### src/rtl/mem_arbiter.sv
// mem_arbiter: round-robin arbiter joining an instruction-fetch port and a
// data port onto one memory request port, with a bounded wait per access.
//
// Ports:
//   clk, rst            clock, asynchronous active-high reset
//   ifReq/ifAddr        fetch request (read only), held until ifValid
//   ifValid/ifRdata     one-cycle fetch completion and read word
//   dReq/dWe/dAddr      data request, write flag, address
//   dWdata/dBe          write data and byte enables
//   dValid/dRdata       one-cycle data completion and read word
//   err                 completion ended in a timeout (with ifValid/dValid)
//   memReq/memWe        memory request and write enable
//   memAddr/memWdata    memory address and write data
//   memBe               memory byte enables
//   memReady/memRdata   memory done, read data valid in the same cycle
module mem_arbiter #(
    parameter int ADDR_W  = 32,
    parameter int DATA_W  = 32,
    parameter int TIMEOUT = 15
) (
    input  logic              clk,
    input  logic              rst,
    input  logic              ifReq,
    input  logic [ADDR_W-1:0] ifAddr,
    output logic              ifValid,
    output logic [DATA_W-1:0] ifRdata,
    input  logic              dReq,
    input  logic              dWe,
    input  logic [ADDR_W-1:0] dAddr,
    input  logic [DATA_W-1:0] dWdata,
    input  logic [3:0]        dBe,
    output logic              dValid,
    output logic [DATA_W-1:0] dRdata,
    output logic              err,
    output logic              memReq,
    output logic              memWe,
    output logic [ADDR_W-1:0] memAddr,
    output logic [DATA_W-1:0] memWdata,
    output logic [3:0]        memBe,
    input  logic              memReady,
    input  logic [DATA_W-1:0] memRdata
);

    typedef enum logic [1:0] {
        S_IDLE,
        S_IBUSY,
        S_DBUSY,
        S_DONE
    } state_t;

    localparam logic [7:0] C_LAST = 8'(TIMEOUT - 1);

    state_t     r_state;
    state_t     w_next;
    logic       r_lastGntD;   // 1: data port was granted most recently
    logic [7:0] r_cnt;

    logic w_busy;
    logic w_gntI;
    logic w_gntD;
    logic w_tout;
    logic w_fin;

    assign w_busy = (r_state == S_IBUSY) || (r_state == S_DBUSY);
    // On a tie the fetch port wins only if data went last.
    assign w_gntI = (r_state == S_IDLE) && ifReq && (!dReq || r_lastGntD);
    assign w_gntD = (r_state == S_IDLE) && dReq && !w_gntI;
    // A late memReady in the final wait cycle still completes normally.
    assign w_tout = w_busy && !memReady && (r_cnt == C_LAST);
    assign w_fin  = w_busy && (memReady || w_tout);

    // State register
    always_ff @(posedge clk or posedge rst) begin
        if (rst) begin
            r_state <= S_IDLE;
        end else begin
            r_state <= w_next;
        end
    end

    // Next-state logic
    always_comb begin
        w_next = r_state;
        unique case (r_state)
            S_IDLE: begin
                if (w_gntI) begin
                    w_next = S_IBUSY;
                end else if (w_gntD) begin
                    w_next = S_DBUSY;
                end
            end
            S_IBUSY, S_DBUSY: begin
                if (w_fin) begin
                    w_next = S_DONE;
                end
            end
            S_DONE: w_next = S_IDLE;
            default: w_next = S_IDLE;
        endcase
    end

    // Registered outputs, wait counter and round-robin flag
    always_ff @(posedge clk or posedge rst) begin
        if (rst) begin
            memReq     <= 1'b0;
            memWe      <= 1'b0;
            memAddr    <= '0;
            memWdata   <= '0;
            memBe      <= 4'h0;
            ifValid    <= 1'b0;
            dValid     <= 1'b0;
            err        <= 1'b0;
            ifRdata    <= '0;
            dRdata     <= '0;
            r_cnt      <= 8'd0;
            r_lastGntD <= 1'b1;
        end else begin
            ifValid <= 1'b0;
            dValid  <= 1'b0;
            err     <= 1'b0;
            if (w_gntI) begin
                memReq     <= 1'b1;
                memWe      <= 1'b0;
                memAddr    <= ifAddr;
                memBe      <= 4'hF;
                r_cnt      <= 8'd0;
                r_lastGntD <= 1'b0;
            end else if (w_gntD) begin
                memReq     <= 1'b1;
                memWe      <= dWe;
                memAddr    <= dAddr;
                memWdata   <= dWdata;
                memBe      <= dBe;
                r_cnt      <= 8'd0;
                r_lastGntD <= 1'b1;
            end else if (w_fin) begin
                memReq <= 1'b0;
                err    <= !memReady;
                if (r_state == S_IBUSY) begin
                    ifValid <= 1'b1;
                    ifRdata <= memReady ? memRdata : '0;
                end else begin
                    dValid <= 1'b1;
                    // Writes and timeouts return zero read data.
                    dRdata <= (memReady && !memWe) ? memRdata : '0;
                end
            end else if (w_busy) begin
                r_cnt <= r_cnt + 8'd1;
            end
        end
    end

endmodule

### config.mk
export PLATFORM = sky130hd
export DESIGN_NAME = mem_arbiter
export DESIGN_NICKNAME = d
export VERILOG_FILES = /design/src/rtl/mem_arbiter.sv
export SDC_FILE = /design/constraint.sdc
export NUM_CORES = 1
export LEC_CHECK = 0
export ABC_AREA = 0
export CAP_MARGIN = 20
export CORE_AREA = 3 3 104 106
export CTS_BUF_LIST = sky130_fd_sc_hd__clkbuf_4 sky130_fd_sc_hd__clkbuf_8
export DETAILED_ROUTE_END_ITERATION = 7
export DIE_AREA = 0 0 107 109
export DONT_BUFFER_PORTS = 1
export MAX_ROUTING_LAYER = met4
export PLACE_DENSITY_LB_ADDON = 0.12
export SYNTH_ARGS = -nofsm -noshare
export SYNTH_HDL_FRONTEND = slang
export SYNTH_SLANG_ARGS = --single-unit
### constraint.sdc
create_clock -name clk -period 7.6 [get_ports clk]
set_input_delay 1.52 -clock clk [delete_from_list [all_inputs] [get_ports clk]]
set_output_delay 1.52 -clock clk [all_outputs]
set_load 0.02 [all_outputs]
## Word-level counts from Yosys, hierarchy flattened

Cells that the tools add are included.

| storage, ports and cells | value |
|---|---|
| word-level logic and storage cells | 81 |
| bits in registers | 148 |
| input port bits | 138 |
| output and inout port bits | 137 |

| operators by class | value |
|---|---|
| reductions and logical operators | 25 |
| equal/unequal tests | 7 |
| multiplexer cells | 32 |
| bitwise gates (word level) | 3 |
| $add $sub $neg | 1 |

Operators by type and width:

| operator | count |
|---|---|
| 32-bit two-way mux | 4 |
| 8-bit two-way mux | 4 |
| 1-bit two-way mux | 18 |
| 8-bit by 1-bit adder with 8-bit output (second input constant) | 1 |
| 8-bit by 4-bit == test with 1-bit output (second input constant) | 1 |
| 1-bit logical AND | 8 |
| 4-bit two-way mux | 2 |
| 4-bit AND reduction | 2 |
| 2-bit two-way mux | 3 |
| 3-bit inequality test (second input constant) | 2 |
| 2-bit one-hot mux with 3 select lines | 1 |
| 2-bit AND reduction | 3 |
| 3-bit nonzero test | 2 |
| 2-bit == test (second input constant) | 2 |
| 1-bit zero test | 4 |
| 1-bit logical OR | 3 |
| 1-bit NOT | 3 |
| 2-bit by 1-bit == test with 1-bit output (second input constant) | 1 |
| 2-bit zero test | 1 |
| 2-bit inequality test (second input constant) | 1 |
| 2-bit nonzero test | 1 |
| 2-bit OR reduction | 1 |

## Longest topological paths before layout

| logic depth | value |
|---|---|
| depth in word-level cells | 9 |
| depth in mapped cells | 9 |
| depth with buffers taken out | 6 |

## Worst setup path after synthesis

No wires, ideal clock.

| path | value |
|---|---|
| path type | input to register |
| start | input port ifReq |
| end | register dRdata[10] |
| data arrival time | 2698 ps |
| data required time | 7479 ps |
| stages on the path | 6 |
| buffers on the path | 2 |
| setup slack | 4781 ps |
| library setup time | 121 ps |
| cells stage by stage | o21ai_2 nand2_1 or3_1 buf_6 buf_8 a22o_1 |

| between the ends | value |
|---|---|
| longest elaborated chain between the ends | 6 |
| elaborated cells between the ends (all ways) | 7 |
| classes of those cells | bitwise: 2; reduce/logical: 5 |

RTL lines:

| what | RTL line | source |
|---|---|---|
| start, declared | 23 | `input logic ifReq,` |
| 1-bit logical AND * (2 in a row) | 66 | `assign w_gntI = (r_state == S_IDLE) && ifReq && (!dReq \|\| r_lastGntD);` |
| 1-bit zero test | 67 | `assign w_gntD = (r_state == S_IDLE) && dReq && !w_gntI;` |
| 1-bit logical AND | 67 |  |
| 1-bit NOT (no line) | - |  |
| 4-bit AND reduction (no line) * | - |  |
| end signal, assigned | 145 | `dRdata <= (memReady && !memWe) ? memRdata : '0;` |
| end, declared | 33 | `output logic [DATA_W-1:0] dRdata,` |

Mark *: on every way between the ends. The rest lies on a longest branch, timed or not.
A chain may end at the register's enable or synchronous reset.

## Worst setup path after layout

| path | value |
|---|---|
| start | input port dReq |
| end | register memWdata[28] |

| between the ends | value |
|---|---|
| longest elaborated chain between the ends | 6 |
| elaborated cells between the ends (all ways) | 8 |
| classes of those cells | bitwise: 1; reduce/logical: 7 |

RTL lines:

| what | RTL line | source |
|---|---|---|
| start, declared | 27 | `input logic dReq,` |
| 1-bit zero test | 66 |  |
| 1-bit logical OR | 66 |  |
| 1-bit logical AND | 66 |  |
| 1-bit zero test | 67 |  |
| 1-bit logical AND | 67 |  |
| 2-bit AND reduction (no line) * | - |  |
| end signal, assigned | 132 | `memWdata <= dWdata;` |
| end, declared | 38 | `output logic [DATA_W-1:0] memWdata,` |

Marks and branches as above.

==> results.cfg <==
[logic_synthesis]
synth_cell_types = 46
ys_seq_area_share_pct = 62.5
ys_seq_elements = 148
synthArstFlopShare_pct = 100
synthesis.nets = 633
avgSynthCellArea_um2 = 12.1
synth_top_area_share_pct = 62.0
yosys_warnings = 0
syn-cell-area_um2 = 5930
synth_edf_count = 0
synthTopCellsByArea = dfrtp_1 62%, a22o_1 9.2%, nand2_1 5.1%, mux2_2 4.9%, a31oi_1 3.6%
synth-main-ff-cell = dfrtp_1
syn-instance-count = 490
synth.cells.most_frequent = 147 x dfrtp_1, 81 x nand2_1, 62 x a22o_1
synth.most_common_cell = dfrtp_1
synth_area_leader_cell = dfrtp_1

[layout]
finalNetCount = 629
area_growth_pct = 8.65
nFillCells = 726
multi_input_area_um2 = 2010
antenna_cells = 0
final-seq-area_um2 = 3700
drive_gt1_share_pct = 16.2

[pwr]
power_switching_uw = 1440
p_seq_share_pct = 57.6
intPower_uw = 1840
p_leak_uw = 0.00297
switching_share_pct = 43.9
power_frac_comb_pct = 24.6
clockPowerShare_pct = 17.8
vdd_drop_max_mv = 0.256
total_power_uw = 3280
power.density_nw_per_um2 = 509

[route]
wire_per_inst_um = 22.9
vias = 3922
drc = 0
viasPerCell = 6.21
final_antenna_net_count = 0
drt_pre_antenna_iters = 5
drtIter0Drc = 370
wl_um = 14500

[timing]
period_minus_slack_ns = 2.93
period_share_pct = 38.5
setup_viol = 0
max_slew_margin_pct = 58.4
worst_slew_pin_slew_ns = 0.624
max_freq_mhz = 341
hold_slack_ns = 0.543
hold_viol = 0
finClkSkew_ns = 0.00925
setup_tns_ns = 0
maxSlewViolCount = 0
rsz0062_at_grt = false

[die]
die_area_um2 = 11700
io_pins = 275
dieHeight_um = 109
core_um2 = 9860
die_w_um = 107
initial_core_util_pct = 60.1
rows = 36

[setup_path]
setup.worst_path.class = primary input to register
crit_path_top_delay_cell = buf_4
crit_path_frequent_cell = buf_4
worstPathCellList = inv_2, o211ai_4, buf_4, and2_1, buf_4, mux2_2
path_max_fanout = 71
crit_arrival_ns = 3.24
cp-end-kind = register
slowest_delay_ns = 0.53
required_ns = 7.92
start_kind = primary input

[clocking]
cts_hold_buf = 0
post_cts.repair.setup_buffers = 0
cts_tree = built
cts_max_path_buffers = 2
cts_inserted_buffers = 17
htree_levels = 4
clk_pin_slew_ns = 0.08
clock_latency_ns = 0.42
cts-resized-gates = 0
clockRootBuffer = clkbuf_8
clock_sinks = 148

[placed_design]
routabilityCongestion = 0.843
dp_hpwl_um = 10200
port_buffers = 0

[grt]
grt_start_max_net_pins = 91
track_usage_pct = 24.9
grt_first_pass_wirelength_um = 21500
grt_remaining_overflow = 0
grt_pass1_vias = 3873
antenna_found_initial = 0

[outcome]
status = finished, final reports clean

[job]
maxCapViolCount = 0

[worst_hold_path]
hold_class = register to register
-- metrics by stage --
stage	instances	area [um2]	setup WS (ns)	utilization (%)
global placement	597	5970	4.30	60.6
global route	632	6440	4.58	65.3
finish	632	6440	4.67	65.3
floorplan	490	5930	2.10	-
CTS	629	6360	4.71	64.5
detailed placement	597	5970	4.25	60.6
-- layer usage --
layer | part of all wire [%] | routed length [um] | GRT usage [%] | vias to the layer above
met5 | 0 | 0 | - | -
met4 | 1.6 | 231 | 8.77 | 0
met3 | 11 | 1560 | 8.23 | 21
met2 | 51 | 7360 | 39.3 | 240
met1 | 37 | 5310 | 30.5 | 1931
li1 | - | - | - | 1730
-- worst max-delay path, delay by kind of cell --
kind / cells / cell delay (ns)
and+or+nand+nor: 1 / 0.21
AOI/OAI and AO/OA: 1 / 0.15
buffers and inverters: 3 / 0.92
muxes: 1 / 0.39
-- final cells by class --
class / count / area share, %
clock buffer: 20 / 4.17
sequential: 148 / 57.5
inverter: 9 / 0.602
clock inverter: 12 / 1.84
tap: 133 / 2.58
timing repair buffer: 10 / 2.10
multi-input combinational: 300 / 31.2
-- layout by cell type (no fill, tap or decap), types with 5 or more instances in the layout --
cell	count
a31oi_1	34
inv_1	7
dfrtp_1	147
inv_6	6
mux2_1	6
nand2_1	81
buf_4	7
a22o_1	62
ha_1	5
nor2_1	37
mux2_2	26
nand3_1	6
clkbuf_8	19
-- sequential cells by signal, indices dropped and copies added (netlist names) --
register    count
dRdata         32
dValid          1
err             1
ifRdata        32
ifValid         1
memAddr        32
memBe           4
memReq          1
memWdata       32
memWe           1
r_cnt           8
r_lastGntD      1
r_state         2
-- power by group through the flow --
| stage | combinational, uW | sequential [uW] | clock [uW] |
|---|---|---|---|
| 2_1_floorplan | 698 | 1780 | 0 |
| 6_report | 809 | 1890 | 584 |
| 5_1_grt | 908 | 1930 | 635 |
| 3_5_place_dp | 792 | 1910 | 0 |
| 4_1_cts | 795 | 1900 | 597 |
| 3_3_place_gp | 748 | 1910 | 0 |
-- final timing paths --
path | startpoint | endpoint | slack [ns] | depth (start not counted)
min in group asynchronous | rst | memWdata[21] | 0.99 | 1
worst min-delay path | r_state[0] | r_state[0] | 0.54 | 1
worst min register to register | r_state[0] | r_state[0] | 0.54 | 1
worst max-delay path | dReq | memWdata[28] | 4.67 | 6
worst max register to register | r_state[0] | memWdata[28] | 5.09 | 7
max in group asynchronous | rst | memBe[2] | 5.51 | 3
-- cell families (layout without fill, tap and decap cells) --
group                      count (synthesis)  after routing  share of synthesized area [%]
and+or+nand+nor                          143            143                           10.5
muxes                                     33             33                           6.24
buffers and inverters                     42             51                           4.03
xor gates and xnor gates                   2              2                          0.295
adders and majority gates                  5              5                           1.05
AOI/OAI and AO/OA                        117            117                           15.4
DFF                                      148            148                           62.5
Power figures use the tool's default switching activity.
==> RTL edit 1: new RTL, same flow settings <==
Reset style: synchronous (`rst`), changed in 2 clocked blocks. Comments in the files are not updated.
--- a/src/rtl/mem_arbiter.sv
+++ b/src/rtl/mem_arbiter.sv
@@ -70,7 +70,7 @@
     assign w_fin  = w_busy && (memReady || w_tout);
 
     // State register
-    always_ff @(posedge clk or posedge rst) begin
+    always_ff @(posedge clk) begin
         if (rst) begin
             r_state <= S_IDLE;
         end else begin
@@ -100,7 +100,7 @@
     end
 
     // Registered outputs, wait counter and round-robin flag
-    always_ff @(posedge clk or posedge rst) begin
+    always_ff @(posedge clk) begin
         if (rst) begin
             memReq     <= 1'b0;
             memWe      <= 1'b0;
Function: differs if rst is asserted again (counterexample within 4 cycles, from zero or initial values and one cycle with rst high); with rst held inactive, the same outputs for 4 cycles.
==> RTL edit 1 against the unedited design <==
  * Cell area is 9.9% lower
  * Register-to-register slack better by 0.02 ns
  * Clock skew is 0.0026 ns higher
  * Non-clock buffer count is 3 lower
  * Critical path type unchanged
  * Routed wire length is 4.0% lower
  * Sequential cell count stayed put
  * Synthesized area is 9.5% lower
  * Cell count is 11% higher
  * Worst setup slack worse by 0.082 ns
  * Die area stayed put
  * Largest cell class unchanged
Power is not compared: it rests on default switching activity, and its combinational part moved more than twofold at a synthesized area within 25%.
==> RTL edit 1: results (changes against the unedited design) <==
clock buffers 19 (-5.0%); fraction of area in registers 51.0% (-6.4 points); ClkCell Share 6.98% (+0.96 points); DP Worst Slack 4.14 ns (-0.113 ns); Clock Skew 0.0118 ns (+0.00256 ns); cell count after synthesis 572 (+17%); Async SR Flop Fraction 0% (-100 points); status finished, final reports clean; M2 GR Usage 37.5% (-1.9 points); drt wl/cell 19.9 um (-13%); met3 routed WL 1480 um (-5.1%); worst skew pair latency 0.44 ns (+0.02 ns); placed cell count 667 (+12%); met2 wire length 6780 um (-7.9%); ys flop type dfxtp_1; Multi-input gate area 0.00219 mm^2 (+8.8%); non-clk buf share 0.905% (-1.2 points); drt first pass iters 4 (-1); Post-Synth Adder-Cell Area 1.17% (+0.11 points); DRT Wirelength 13,900 um (-4.0%); Placer Congestion 0.847 (+0.49%); CP peak stage delay 0.75 ns (+0.22 ns); Area after DPL 0.00540 mm^2 (-9.6%); FILL cells 867 (+19%); first-pass GRT wire length 21,000 um (-2.5%); Arr. time, crit path 3.39 ns (+0.15 ns); post-synthesis mux area share 0.187% (-6.1 points); Post-Synth XOR/XNOR Area 0.653% (+0.36 points); Signal buffers 7 (-3); sequential share of the synthesized area 55.2% (-7.3 points); worst reg2reg setup slack 5.11 ns (+0.02 ns); share of cells above drive strength 1 8.30% (-7.9 points); Reg2Reg Depth 6 (-1); Synth Area in Compound Gates 22.2% (+6.8 points); inverters 8 (-1); dpl hpwl 9580 um (-6.1%); Worst Tran Pin Value 0.984 ns (+0.360 ns); synth top area cells dfxtp_1, a22o_1, nand2_1; M1 WL 5320 um (+0.21%)
RTL edit 1: changes by cell type after synthesis, moves of 12 or more:
cell | before | now
dfxtp_1 | 0 | 148
nand3_1 | 6 | 18
a311oi_1 | 1 | 19
dfrtp_1 | 147 | 0
mux2_2 | 26 | 0
a21oi_1 | 4 | 37
nand2_1 | 81 | 139
a31oi_1 | 34 | 18
RTL edit 1: worst min path at each step:
stage | start | end | slack, ns | cells past startpoint
after floorplan | r_lastGntD | r_lastGntD | 0.47 | 2
after global placement | r_lastGntD | r_lastGntD | 0.48 | 2
after detailed placement | r_lastGntD | r_lastGntD | 0.49 | 2
after CTS | r_lastGntD | r_lastGntD | 0.51 | 2
after global routing | r_lastGntD | r_lastGntD | 0.54 | 2
final | r_lastGntD | r_lastGntD | 0.50 | 2
RTL edit 1: tightest hold or removal path: cells and delay by family, from the launching register on:
kind / cells / cell delay (ns)
AO/OA/AOI/OAI: 1 / 0.10
flip-flops: 1 / 0.33
AND/OR/NAND/NOR: 1 / 0.05
==> RTL edit 2: new RTL, config.mk and constraints unchanged <==
Without the edit above. The parameter `ADDR_W` goes from 32 to 16.
--- a/src/rtl/mem_arbiter.sv
+++ b/src/rtl/mem_arbiter.sv
@@ -14,7 +14,7 @@
 //   memBe               memory byte enables
 //   memReady/memRdata   memory done, read data valid in the same cycle
 module mem_arbiter #(
-    parameter int ADDR_W  = 32,
+    parameter int ADDR_W  = 16,
     parameter int DATA_W  = 32,
     parameter int TIMEOUT = 15
 ) (
Ports: changed (resized dAddr, ifAddr and memAddr); port bits go from 275 to 227. The function was not compared with the original's and may differ.
==> RTL edit 2 against the unedited design <==
  * Non-clock buffer count down 2
  * Synthesized area fell by 12%
  * Routed wire length shrank 17%
  * Sequential cell count down 16
  * Critical path type unchanged
  * Power fell by 7.3%
  * First-iteration DRC count is 52% lower
  * Critical endpoint is now ifRdata[27]
  * Register-to-register slack better by 0.17 ns
  * Worst hold slack got worse by 0.0018 ns
  * Cell area fell by 11%
  * Worst setup slack better by 0.13 ns
==> RTL edit 2: results (changes against the unedited design) <==
buffer depth of the longest clock path 2 (unchanged); critical path peak fanout 20 (-72%); share of cells above drive strength 1 19.5% (+3.2 points); number of library cell types mapped by synthesis 45 (-2.2%); post-synthesis mux area share 7.09% (+0.85 points); Synth Area in Compound Gates 15.5% (+0.083 points); Clock Skew 0.0130 ns (+0.00378 ns); DP Worst Slack 4.19 ns (-0.0630 ns); DRT Wirelength 12,000 um (-17%); 1st-iter DRT viols 178 (-52%); Reg2Reg Depth 7 (unchanged); maximum VDD drop 0.000260 V (+1.4%); Max Freq 358 MHz (+4.8%); overall routing resource usage 21.1% (-3.8 points); worst reg2reg setup slack 5.26 ns (+0.17 ns); Post-Synth XOR/XNOR Area 0.336% (+0.040 points); M2 GR Usage 32.3% (-7.0 points); FILL cells 800 (+10%); Area after DPL 0.00527 mm^2 (-12%); clk slew on worst S/H paths 0.07 ns; Arr. time, crit path 3.10 ns (-0.14 ns); Post-Synth Adder-Cell Area 1.20% (+0.14 points); H-tree depth 4 (unchanged); LEAKAGE 2.66 nW (-11%); Slowest cell on crit path or3_1; largest net degree at the start of global routing 68 (-25%); synth top area cells dfrtp_1, a22o_1, mux2_2; Vias/cell 5.98 (-3.7%); IO Port Bufs 0 (unchanged); CP peak stage delay 0.62 ns (+0.09 ns); Synth top cells by count dfrtp_1, a22o_1, nand2_1, mux2_2, nor2_1; syn_nets 515 (-19%); first-pass GRT wire length 18,300 um (-15%); Int Power 0.00179 W (-2.9%); drt first pass iters 4 (-1); Setup Crit Path Kind input port to flop; initial antenna violation count 0 (unchanged); crit path launch ifReq; CTS root buf clkbuf_8; vias in the first global route 3,277 (-15%); sequential share of the synthesized area 63.3% (+0.83 points); met3 usage 6.51% (-1.7 points); r2r endpoint ifRdata[27]; dpl hpwl 8440 um (-17%); Largest delay share family, worst path simple AND/OR/NAND/NOR gates; status finished, final reports clean; Rel. slew slack 46.3% (-12 points); Global Route met1 Usage 26.3% (-4.2 points); Placer Congestion 0.788 (-6.5%)
-- RTL edit 2: changes by cell type in the layout (fill, tap and decap cells not counted), moves of 4 or more --
cell and change:
nand2_1 -32, a31oi_1 -16, dfrtp_1 -16, nor2_1 -16, mux2_1 -5, mux2_2 +5, bufinv_16 +4
-- RTL edit 2: kinds of logic after synthesis --
group,after synthesis
AO/OA/AOI/OAI,101
XOR/XNOR,2
adder cells (fa/ha/maj),5
buffers and inverters,36
flip-flops,132
multiplexers,33
AND/OR/NAND/NOR,95
-- RTL edit 2: area by class of cell --
type,count,area share [%]
flip-flops and latches,132,57.4
multi-input cells,236,29.7
clock buffers,18,4.19
clock inverters,13,3.84
well taps,133,2.89
repair buffers,8,1.39
inverters,9,0.630
-- RTL edit 2: worst min path at each step --
stage / start / endpoint / slack (ns) / cells after the start
floorplan: r_cnt[3] / r_cnt[3] / 0.48 / 1
global placement: r_cnt[3] / r_cnt[3] / 0.51 / 1
detailed placement: r_cnt[3] / r_cnt[3] / 0.53 / 1
CTS: r_cnt[3] / r_cnt[3] / 0.54 / 1
global route: r_cnt[3] / r_cnt[3] / 0.58 / 1
finish: r_cnt[3] / r_cnt[3] / 0.54 / 1
-- RTL edit 2: layer usage --
layer  part of all wire, %  routed length [um]
met1                    40                4800
met5                     0                   0
met2                    50                5960
met4                   1.8                 221
met3                   8.4                1010
-- RTL edit 2: stage by stage --
stage,utilization (%),total power (W),cells
6_report,58.4,0.00304,549
5_1_grt,58.4,0.00321,549
4_1_cts,58.1,0.00306,548
3_5_place_dp,53.4,0.00236,517
3_3_place_gp,53.4,0.00233,517
2_1_floorplan,-,0.00219,404
-- RTL edit 2: power by group through the flow --
stage	registers, W	logic, W	clock network (W)
after global placement	0.00167	0.000657	0
after floorplan	0.00157	0.000619	0
after global routing	0.00169	0.000790	0.000732
after CTS	0.00166	0.000694	0.000702
after detailed placement	0.00167	0.000693	0
final	0.00165	0.000705	0.000684
